<file path="config.mk">
export PLATFORM = sky130hd
export DESIGN_NAME = adc_pulse_emulator_flat
export DESIGN_NICKNAME = d
export VERILOG_FILES = /design/src/rtl/adc_pulse_emulator_pkg.sv /design/src/rtl/adc_pulse_emulator_if.sv /design/src/rtl/adc_pulse_emulator_pulse_window_gen.sv /design/src/rtl/adc_pulse_emulator.sv /design/src/flat_wrapper.sv
export SDC_FILE = /design/constraint.sdc
export NUM_CORES = 2
export LEC_CHECK = 0
export ABC_AREA = 0
export CORE_MARGIN = 8
export CORE_UTILIZATION = 57
export DETAILED_ROUTE_END_ITERATION = 10
export PLACE_DENSITY = 0.82
export SYNTH_ARGS = -nofsm -noshare
export SYNTH_HDL_FRONTEND = slang
export SYNTH_SLANG_ARGS = --single-unit
</file>
<file path="constraint.sdc">
create_clock -name clk -period 8.3 [get_ports clk]
set_input_delay 1.66 -clock clk [delete_from_list [all_inputs] [get_ports clk]]
set_output_delay 1.66 -clock clk [all_outputs]
set_load 0.1 [all_outputs]
</file>
<file path="src/rtl/adc_pulse_emulator_pkg.sv">
// Shared definitions for the synthetic ADC pulse source: FSM encoding,
// latched run configuration and the saturating sample arithmetic.
package adc_pulse_emulator_pkg;

  localparam int ADC_DW = 16;
  localparam int CNT_W  = 32;

  localparam logic [1:0] ST_IDLE = 2'd0;
  localparam logic [1:0] ST_ARM  = 2'd1;
  localparam logic [1:0] ST_RUN  = 2'd2;
  localparam logic [1:0] ST_DONE = 2'd3;

  typedef struct packed {
    logic [CNT_W-1:0]  period;
    logic [15:0]       burst_count;
    logic [15:0]       width;
    logic [CNT_W-1:0]  delay_ab;
    logic [CNT_W-1:0]  delay_bc;
    logic [ADC_DW-1:0] baseline;
    logic [ADC_DW-1:0] amp_a;
    logic [ADC_DW-1:0] amp_b;
    logic [ADC_DW-1:0] amp_c;
  } cfg_t;

  // base +/- amp at 17 bits, clamped to the signed 16-bit range on overflow
  function automatic logic [15:0] sat16(input logic [15:0] base, input logic [15:0] amp,
                                        input logic sub);
    logic [16:0] sum;
    logic [15:0] res;
    if (sub) begin
      sum = {base[15], base} - {amp[15], amp};
    end else begin
      sum = {base[15], base} + {amp[15], amp};
    end
    if (sum[16] != sum[15]) begin
      res = sum[16] ? 16'h8000 : 16'h7fff;
    end else begin
      res = sum[15:0];
    end
    return res;
  endfunction

endpackage

</file>
<file path="src/rtl/adc_pulse_emulator_if.sv">
// Configuration and sample-stream bundle of the pulse emulator; the
// emulator is the slave, whoever drives configuration is the master.
interface adc_pulse_emulator_if;
  import adc_pulse_emulator_pkg::*;

  logic                gen_enable;
  logic [CNT_W-1:0]    holdoff;
  logic [CNT_W-1:0]    period;
  logic [15:0]         burst_count;
  logic [15:0]         width;
  logic [CNT_W-1:0]    delay_ab;
  logic [CNT_W-1:0]    delay_bc;
  logic [ADC_DW-1:0]   baseline;
  logic [ADC_DW-1:0]   amp_a;
  logic [ADC_DW-1:0]   amp_b;
  logic [ADC_DW-1:0]   amp_c;
  logic [2*ADC_DW-1:0] adc_data_a;
  logic [2*ADC_DW-1:0] adc_data_b;
  logic [2*ADC_DW-1:0] adc_data_c;
  logic [2*ADC_DW-1:0] adc_data_d;
  logic                adc_enable;
  logic                adc_valid;
  logic                frame_start;
  logic [15:0]         frame_count;
  logic                busy;

  modport master (
    output gen_enable, holdoff, period, burst_count, width, delay_ab, delay_bc,
           baseline, amp_a, amp_b, amp_c,
    input  adc_data_a, adc_data_b, adc_data_c, adc_data_d, adc_enable, adc_valid,
           frame_start, frame_count, busy
  );

  modport slave (
    input  gen_enable, holdoff, period, burst_count, width, delay_ab, delay_bc,
           baseline, amp_a, amp_b, amp_c,
    output adc_data_a, adc_data_b, adc_data_c, adc_data_d, adc_enable, adc_valid,
           frame_start, frame_count, busy
  );

endinterface

</file>
<file path="src/rtl/adc_pulse_emulator_pulse_window_gen.sv">
// Half-open pulse window test for the two samples (2t, 2t+1) of one word,
// clipped to the frame length of 2*period samples.
module adc_pulse_emulator_pulse_window_gen #(
  parameter int CNT_WIDTH = 32
) (
  input  logic [CNT_WIDTH-1:0] t,
  input  logic [CNT_WIDTH:0]   start,
  input  logic [15:0]          width,
  input  logic [CNT_WIDTH-1:0] period,
  output logic [1:0]           mask
);

  logic [CNT_WIDTH+1:0] s_lo_s;
  logic [CNT_WIDTH+1:0] s_hi_s;
  logic [CNT_WIDTH+1:0] start_s;
  logic [CNT_WIDTH+1:0] end_s;
  logic [CNT_WIDTH+1:0] lim_s;

  // One spare bit above the widest sum keeps start+width from wrapping
  assign s_lo_s  = {1'b0, t, 1'b0};
  assign s_hi_s  = {1'b0, t, 1'b1};
  assign start_s = {1'b0, start};
  assign end_s   = start_s + {{(CNT_WIDTH-14){1'b0}}, width};
  assign lim_s   = {1'b0, period, 1'b0};

  assign mask[0] = (s_lo_s >= start_s) && (s_lo_s < end_s) && (s_lo_s < lim_s);
  assign mask[1] = (s_hi_s >= start_s) && (s_hi_s < end_s) && (s_hi_s < lim_s);

endmodule

</file>
<file path="src/rtl/adc_pulse_emulator.sv">
// Synthetic 4-channel ADC word source: A rising, B falling, C rising pulses per
// frame over a baseline, two samples per word, one registered output stage.
module adc_pulse_emulator
  import adc_pulse_emulator_pkg::*;
#(
  parameter int ADC_DATA_WIDTH = ADC_DW,
  parameter int CNT_WIDTH      = CNT_W
) (
  input logic                clk,
  input logic                rstn,
  adc_pulse_emulator_if.slave pe
);

  localparam logic [CNT_WIDTH-1:0] CNT_ONE = {{(CNT_WIDTH-1){1'b0}}, 1'b1};

  logic [1:0]                  state_r, state_next_s;
  cfg_t                        cfg_r;
  logic [CNT_WIDTH-1:0]        hold_r, t_r;
  logic [15:0]                 frame_count_r;
  logic                        wrap_s, last_s;
  logic [CNT_WIDTH:0]          start_b_s, start_c_s;
  logic [1:0]                  mask_a_s, mask_b_s, mask_c_s;
  logic [ADC_DATA_WIDTH-1:0]   pa_s, pb_s, pc_s, base_s;
  logic [2*ADC_DATA_WIDTH-1:0] data_a_r, data_b_r, data_c_r, data_d_r;
  logic                        valid_r, enable_r, fs_r, busy_r;

  assign wrap_s    = (t_r == cfg_r.period - CNT_ONE);
  assign last_s    = wrap_s && (cfg_r.burst_count != 16'd0) &&
                     ((frame_count_r + 16'd1) == cfg_r.burst_count);
  assign start_b_s = {1'b0, cfg_r.delay_ab};
  assign start_c_s = {1'b0, cfg_r.delay_ab} + {1'b0, cfg_r.delay_bc};
  assign base_s    = cfg_r.baseline;
  assign pa_s      = sat16(cfg_r.baseline, cfg_r.amp_a, 1'b0);
  assign pb_s      = sat16(cfg_r.baseline, cfg_r.amp_b, 1'b1);
  assign pc_s      = sat16(cfg_r.baseline, cfg_r.amp_c, 1'b0);

  adc_pulse_emulator_pulse_window_gen #(.CNT_WIDTH(CNT_WIDTH)) u_win_a (
    .t(t_r), .start({(CNT_WIDTH+1){1'b0}}), .width(cfg_r.width), .period(cfg_r.period),
    .mask(mask_a_s));
  adc_pulse_emulator_pulse_window_gen #(.CNT_WIDTH(CNT_WIDTH)) u_win_b (
    .t(t_r), .start(start_b_s), .width(cfg_r.width), .period(cfg_r.period), .mask(mask_b_s));
  adc_pulse_emulator_pulse_window_gen #(.CNT_WIDTH(CNT_WIDTH)) u_win_c (
    .t(t_r), .start(start_c_s), .width(cfg_r.width), .period(cfg_r.period), .mask(mask_c_s));

  // Next-state logic; dropping gen_enable always returns to IDLE
  always_comb begin
    state_next_s = state_r;
    if (!pe.gen_enable) begin
      state_next_s = ST_IDLE;
    end else begin
      case (state_r)
        ST_IDLE: state_next_s = ST_ARM;
        ST_ARM:  state_next_s = (hold_r == '0) ? ST_RUN : ST_ARM;
        ST_RUN:  state_next_s = last_s ? ST_DONE : ST_RUN;
        ST_DONE: state_next_s = ST_DONE;
        default: state_next_s = ST_IDLE;
      endcase
    end
  end

  // State, configuration latch, holdoff/timeline and frame counters
  always_ff @(posedge clk) begin
    if (!rstn) begin
      state_r       <= ST_IDLE;
      cfg_r         <= '0;
      hold_r        <= '0;
      t_r           <= '0;
      frame_count_r <= 16'd0;
    end else begin
      state_r <= state_next_s;
      case (state_r)
        ST_IDLE: begin
          if (pe.gen_enable) begin
            cfg_r.period      <= (pe.period == '0) ? CNT_ONE : pe.period;
            cfg_r.burst_count <= pe.burst_count;
            cfg_r.width       <= pe.width;
            cfg_r.delay_ab    <= pe.delay_ab;
            cfg_r.delay_bc    <= pe.delay_bc;
            cfg_r.baseline    <= pe.baseline;
            cfg_r.amp_a       <= pe.amp_a;
            cfg_r.amp_b       <= pe.amp_b;
            cfg_r.amp_c       <= pe.amp_c;
            hold_r            <= pe.holdoff;
          end
        end
        ST_ARM: begin
          t_r <= '0;
          if (hold_r != '0) begin
            hold_r <= hold_r - CNT_ONE;
          end
        end
        ST_RUN: begin
          if (wrap_s) begin
            t_r           <= '0;
            frame_count_r <= frame_count_r + 16'd1;
          end else begin
            t_r <= t_r + CNT_ONE;
          end
        end
        default: begin
        end
      endcase
      if (state_next_s == ST_IDLE) begin
        frame_count_r <= 16'd0;
      end
    end
  end

  // Output stage: the word for timeline t is registered from the counter value t
  always_ff @(posedge clk) begin
    if (!rstn) begin
      data_a_r <= '0;
      data_b_r <= '0;
      data_c_r <= '0;
      data_d_r <= '0;
      valid_r  <= 1'b0;
      enable_r <= 1'b0;
      fs_r     <= 1'b0;
      busy_r   <= 1'b0;
    end else begin
      enable_r <= pe.gen_enable && (state_r != ST_IDLE);
      busy_r   <= pe.gen_enable && ((state_r == ST_ARM) || (state_r == ST_RUN));
      valid_r  <= pe.gen_enable && (state_r == ST_RUN);
      fs_r     <= pe.gen_enable && (state_r == ST_RUN) && (t_r == '0);
      if (!pe.gen_enable || (state_r == ST_IDLE)) begin
        data_a_r <= {pe.baseline, pe.baseline};
        data_b_r <= {pe.baseline, pe.baseline};
        data_c_r <= {pe.baseline, pe.baseline};
        data_d_r <= {pe.baseline, pe.baseline};
      end else if (state_r == ST_RUN) begin
        data_a_r <= {mask_a_s[1] ? pa_s : base_s, mask_a_s[0] ? pa_s : base_s};
        data_b_r <= {mask_b_s[1] ? pb_s : base_s, mask_b_s[0] ? pb_s : base_s};
        data_c_r <= {mask_c_s[1] ? pc_s : base_s, mask_c_s[0] ? pc_s : base_s};
        data_d_r <= {base_s, base_s};
      end else begin
        data_a_r <= {base_s, base_s};
        data_b_r <= {base_s, base_s};
        data_c_r <= {base_s, base_s};
        data_d_r <= {base_s, base_s};
      end
    end
  end

  assign pe.adc_data_a  = data_a_r;
  assign pe.adc_data_b  = data_b_r;
  assign pe.adc_data_c  = data_c_r;
  assign pe.adc_data_d  = data_d_r;
  assign pe.adc_valid   = valid_r;
  assign pe.adc_enable  = enable_r;
  assign pe.frame_start = fs_r;
  assign pe.frame_count = frame_count_r;
  assign pe.busy        = busy_r;

endmodule

</file>
<file path="src/flat_wrapper.sv">
// flat-port wrapper written by rule: the top's interface ports become plain ports
module adc_pulse_emulator_flat import adc_pulse_emulator_pkg::*;
#(
  parameter int ADC_DATA_WIDTH = ADC_DW,
  parameter int CNT_WIDTH      = CNT_W
)
  (clk, rstn, pe_gen_enable, pe_holdoff, pe_period, pe_burst_count, pe_width, pe_delay_ab, pe_delay_bc, pe_baseline, pe_amp_a, pe_amp_b, pe_amp_c, pe_adc_data_a, pe_adc_data_b, pe_adc_data_c, pe_adc_data_d, pe_adc_enable, pe_adc_valid, pe_frame_start, pe_frame_count, pe_busy);
  adc_pulse_emulator_if pe_i ();
  input logic clk;
  input logic rstn;
  input wire logic [$bits(pe_i.gen_enable)-1:0] pe_gen_enable;
  input wire logic [$bits(pe_i.holdoff)-1:0] pe_holdoff;
  input wire logic [$bits(pe_i.period)-1:0] pe_period;
  input wire logic [$bits(pe_i.burst_count)-1:0] pe_burst_count;
  input wire logic [$bits(pe_i.width)-1:0] pe_width;
  input wire logic [$bits(pe_i.delay_ab)-1:0] pe_delay_ab;
  input wire logic [$bits(pe_i.delay_bc)-1:0] pe_delay_bc;
  input wire logic [$bits(pe_i.baseline)-1:0] pe_baseline;
  input wire logic [$bits(pe_i.amp_a)-1:0] pe_amp_a;
  input wire logic [$bits(pe_i.amp_b)-1:0] pe_amp_b;
  input wire logic [$bits(pe_i.amp_c)-1:0] pe_amp_c;
  output wire logic [$bits(pe_i.adc_data_a)-1:0] pe_adc_data_a;
  output wire logic [$bits(pe_i.adc_data_b)-1:0] pe_adc_data_b;
  output wire logic [$bits(pe_i.adc_data_c)-1:0] pe_adc_data_c;
  output wire logic [$bits(pe_i.adc_data_d)-1:0] pe_adc_data_d;
  output wire logic [$bits(pe_i.adc_enable)-1:0] pe_adc_enable;
  output wire logic [$bits(pe_i.adc_valid)-1:0] pe_adc_valid;
  output wire logic [$bits(pe_i.frame_start)-1:0] pe_frame_start;
  output wire logic [$bits(pe_i.frame_count)-1:0] pe_frame_count;
  output wire logic [$bits(pe_i.busy)-1:0] pe_busy;
  assign pe_i.gen_enable = pe_gen_enable;
  assign pe_i.holdoff = pe_holdoff;
  assign pe_i.period = pe_period;
  assign pe_i.burst_count = pe_burst_count;
  assign pe_i.width = pe_width;
  assign pe_i.delay_ab = pe_delay_ab;
  assign pe_i.delay_bc = pe_delay_bc;
  assign pe_i.baseline = pe_baseline;
  assign pe_i.amp_a = pe_amp_a;
  assign pe_i.amp_b = pe_amp_b;
  assign pe_i.amp_c = pe_amp_c;
  assign pe_adc_data_a = pe_i.adc_data_a;
  assign pe_adc_data_b = pe_i.adc_data_b;
  assign pe_adc_data_c = pe_i.adc_data_c;
  assign pe_adc_data_d = pe_i.adc_data_d;
  assign pe_adc_enable = pe_i.adc_enable;
  assign pe_adc_valid = pe_i.adc_valid;
  assign pe_frame_start = pe_i.frame_start;
  assign pe_frame_count = pe_i.frame_count;
  assign pe_busy = pe_i.busy;
  adc_pulse_emulator #(.ADC_DATA_WIDTH(ADC_DATA_WIDTH), .CNT_WIDTH(CNT_WIDTH)) u_core (.clk(clk), .rstn(rstn), .pe(pe_i));
endmodule
</file>
==> metrics.txt <==
outcome=finished clean; FP Rows=82; Arrival @ worst endpoint=7.64 ns; Worst-Margin Slew=1.240 ns; flop2flop setup slack=1.15 ns; register area share after synthesis=0.2735; Slew headroom=0.1730; Final Cycle Share=0.8613; Period minus WS final=7.149 ns; clk sinks=390; Pre-antenna DRT Iters=6; DR WL/cell=20.60 um; Final Max Tran Viols=0; Die W=239.8 um; Mapped Cells=3594; Layout Area Growth over Synthesis=19.11%; CTS Root Cell=clkbuf_16; Inst Count DP=4484; Remaining DRCs=0; number of routed nets with antenna violations=0; Die H=239.8 um; worst-path maximum fanout=17; Setup crit end kind=flop; Iter 0 DRT Violations=2598; die area=57490 um^2; CTS tree=built; peak supply drop=0.1524 mV; total of max-cap violations=0; Clock Latency Late Sink=0.59 ns; # setup viols final=0; PwrDens=163.2 nW/um^2; Fmax achieved=139.9 MHz; Synthesis Warnings=0; register bit total from synthesis=390; GPL Wtd Cong=0.9997; WHS=approximately 0.46 ns; RSZ-0062 raised after global routing=no; critical path's largest stage delay=0.67 ns; final wirelength=94.00 mm; Placed Area=32560 um^2; clk buf depth=3; Worst Skew=0.01350 ns; routed vias/inst=about 6; Worst EP required=8.79 ns; H-Tree Depth=2; cells on worst reg2reg path=28; top_reg_cell synth=dfxtp_1; Finished Layout Cells=4562; Critical Path Source=u_core.cfg_r[97]; Critical R2R Launch=u_core.cfg_r[97]; CP Launch Type=flop; WS Path Type=reg -> reg; CTS resizes=0; Worst-path clk slew=0.06 ns; vias in the first global route=26363; CTS Buf Count=44; Post-synth EDFFs=0; largest net degree at the start of global routing=99; Hold Crit Class=reg -> reg; Synth Area per Inst=7.942 um^2; final hold vios=0; Slowest-stage cell, CP=or3b_2; Leak Pwr=14.15 nW; fraction of registers with async set/reset=0; Worst R2R End=u_core.pe.adc_data_c[1]; Total GRT Usage=0.3154; setup bufs post-CTS=0; setup_tns=0 ns; dpl hpwl=71.99 mm; hold buffer count at CTS=0; initial core utilization=0.5736; post-route cell area=34000 um^2; via count=28068; Synth Cell Area=28540 um^2; total power=between 5 and 6 mW; Distinct cells, synth=100; first-pass GRT wire length=146.0 mm; Top cell by count, worst path=a21o_1; io pins=375; initial antenna violation count=6; crit path to=u_core.pe.adc_data_c[1]; CORE AREA=49760 um^2; IO Port Bufs=374; layout cells sized above 1=0.04603; GRT overflow=0; Layout Nets=4392; Syn Nets=4128
## cell usage in the layout (no fill, tap or decap), drive strengths merged, types with 74 or more instances in the layout
master and instances:
nand2 580, dfxtp 390, clkdlybuf4s50 373, ha 301
a21boi 207, inv 193, nor2 192, a21oi 170
o21ai 159, xnor2 124, a21o 103, o211ai 76
nor3 74
## cell type report
class | count | area, um^2
antenna | 1 | 2.502
tap | 672 | 840.8
timing repair buffer | 407 | 3993
fill | 4141 | 15760
clock buffer | 63 | 1295
clock inverter | 14 | 146.4
inverter | 191 | 716.9
sequential | 390 | 7807
multi-input combinational | 2824 | 19200
## kinds of logic after synthesis
kind of cell    after synthesis  synth area share
xor+xnor                    182           0.05585
mux                          35           0.01241
simple gates               1270            0.2158
buf+inv                     380           0.05471
fa+ha+maj                   307            0.1362
compound gates             1030            0.2515
flops                       390            0.2735
## where the power goes
part	switching (mW)	internal, mW	total (mW)
registers	0.111	1.98	2.09
clock network	0.826	1.15	1.97
logic	0.959	0.528	1.49
## synthesized netlist by cell type, drive strengths merged (74+ instances only)
library cell,count,area [um^2]
a21boi,207,1558
a21oi,170,877.1
clkbuf,132,498.0
nor3,74,402.9
o211ai,76,580.6
nand2,580,2180
inv,191,716.9
nor2,192,733.2
dfxtp,390,7807
ha,301,3766
o21ai,159,795.8
a21o,103,773.2
xnor2,124,1086
## worst min-delay path by stage
stage | end | cells after the start | slack (ns) | from
after floorplan | u_core.cfg_r[18] | 2 | 0.44 | u_core.cfg_r[18]
after global placement | u_core.cfg_r[18] | 2 | 0.45 | u_core.cfg_r[18]
after detailed placement | u_core.cfg_r[22] | 2 | 0.46 | u_core.cfg_r[22]
after CTS | u_core.cfg_r[22] | 2 | 0.47 | u_core.cfg_r[22]
after global routing | u_core.cfg_r[88] | 2 | 0.49 | u_core.cfg_r[88]
final | u_core.cfg_r[22] | 2 | 0.46 | u_core.cfg_r[22]
## metrics by stage
stage,worst slack (ns),util
detailed placement,1.301,0.6542
finish,1.152,0.6833
CTS,1.256,0.6832
global placement,1.367,0.6542
global route,0.6101,0.6832
floorplan,1.885,-
## state kept, by name, summed over array words and instances, names as in the netlist
signal                 count
u_core.pe.adc_data_b      32
u_core.pe.adc_valid        1
u_core.pe.adc_enable       1
u_core.cfg_r             176
u_core.pe.frame_count     16
u_core.pe.busy             1
u_core.pe.adc_data_a      32
u_core.base_s             16
u_core.hold_r             32
u_core.t_r                32
u_core.state_r             2
u_core.pe.frame_start      1
u_core.pe.adc_data_d      16
u_core.pe.adc_data_c      32
## per-layer routing
| layer | up-vias | track usage | part of all wire |
|---|---|---|---|
| met5 | - | 0 | 0.00083 |
| met4 | 10 | 0.1359 | 0.047 |
| met3 | 243 | 0.07155 | 0.093 |
| met2 | 1231 | 0.4873 | 0.44 |
| met1 | 13099 | 0.4187 | 0.42 |
| li1 | 13485 | - | - |
## critical path, delay by kind of cell, from the launching register on
family                   cells  cell delay [ns]
flip-flops                   1             0.46
AND/OR/NAND/NOR              6             1.85
AO/OA/AOI/OAI               17             3.55
XOR/XNOR                     2             0.28
adder cells (fa/ha/maj)      3             0.92
No activity file was read; power rests on OpenSTA's default activity.
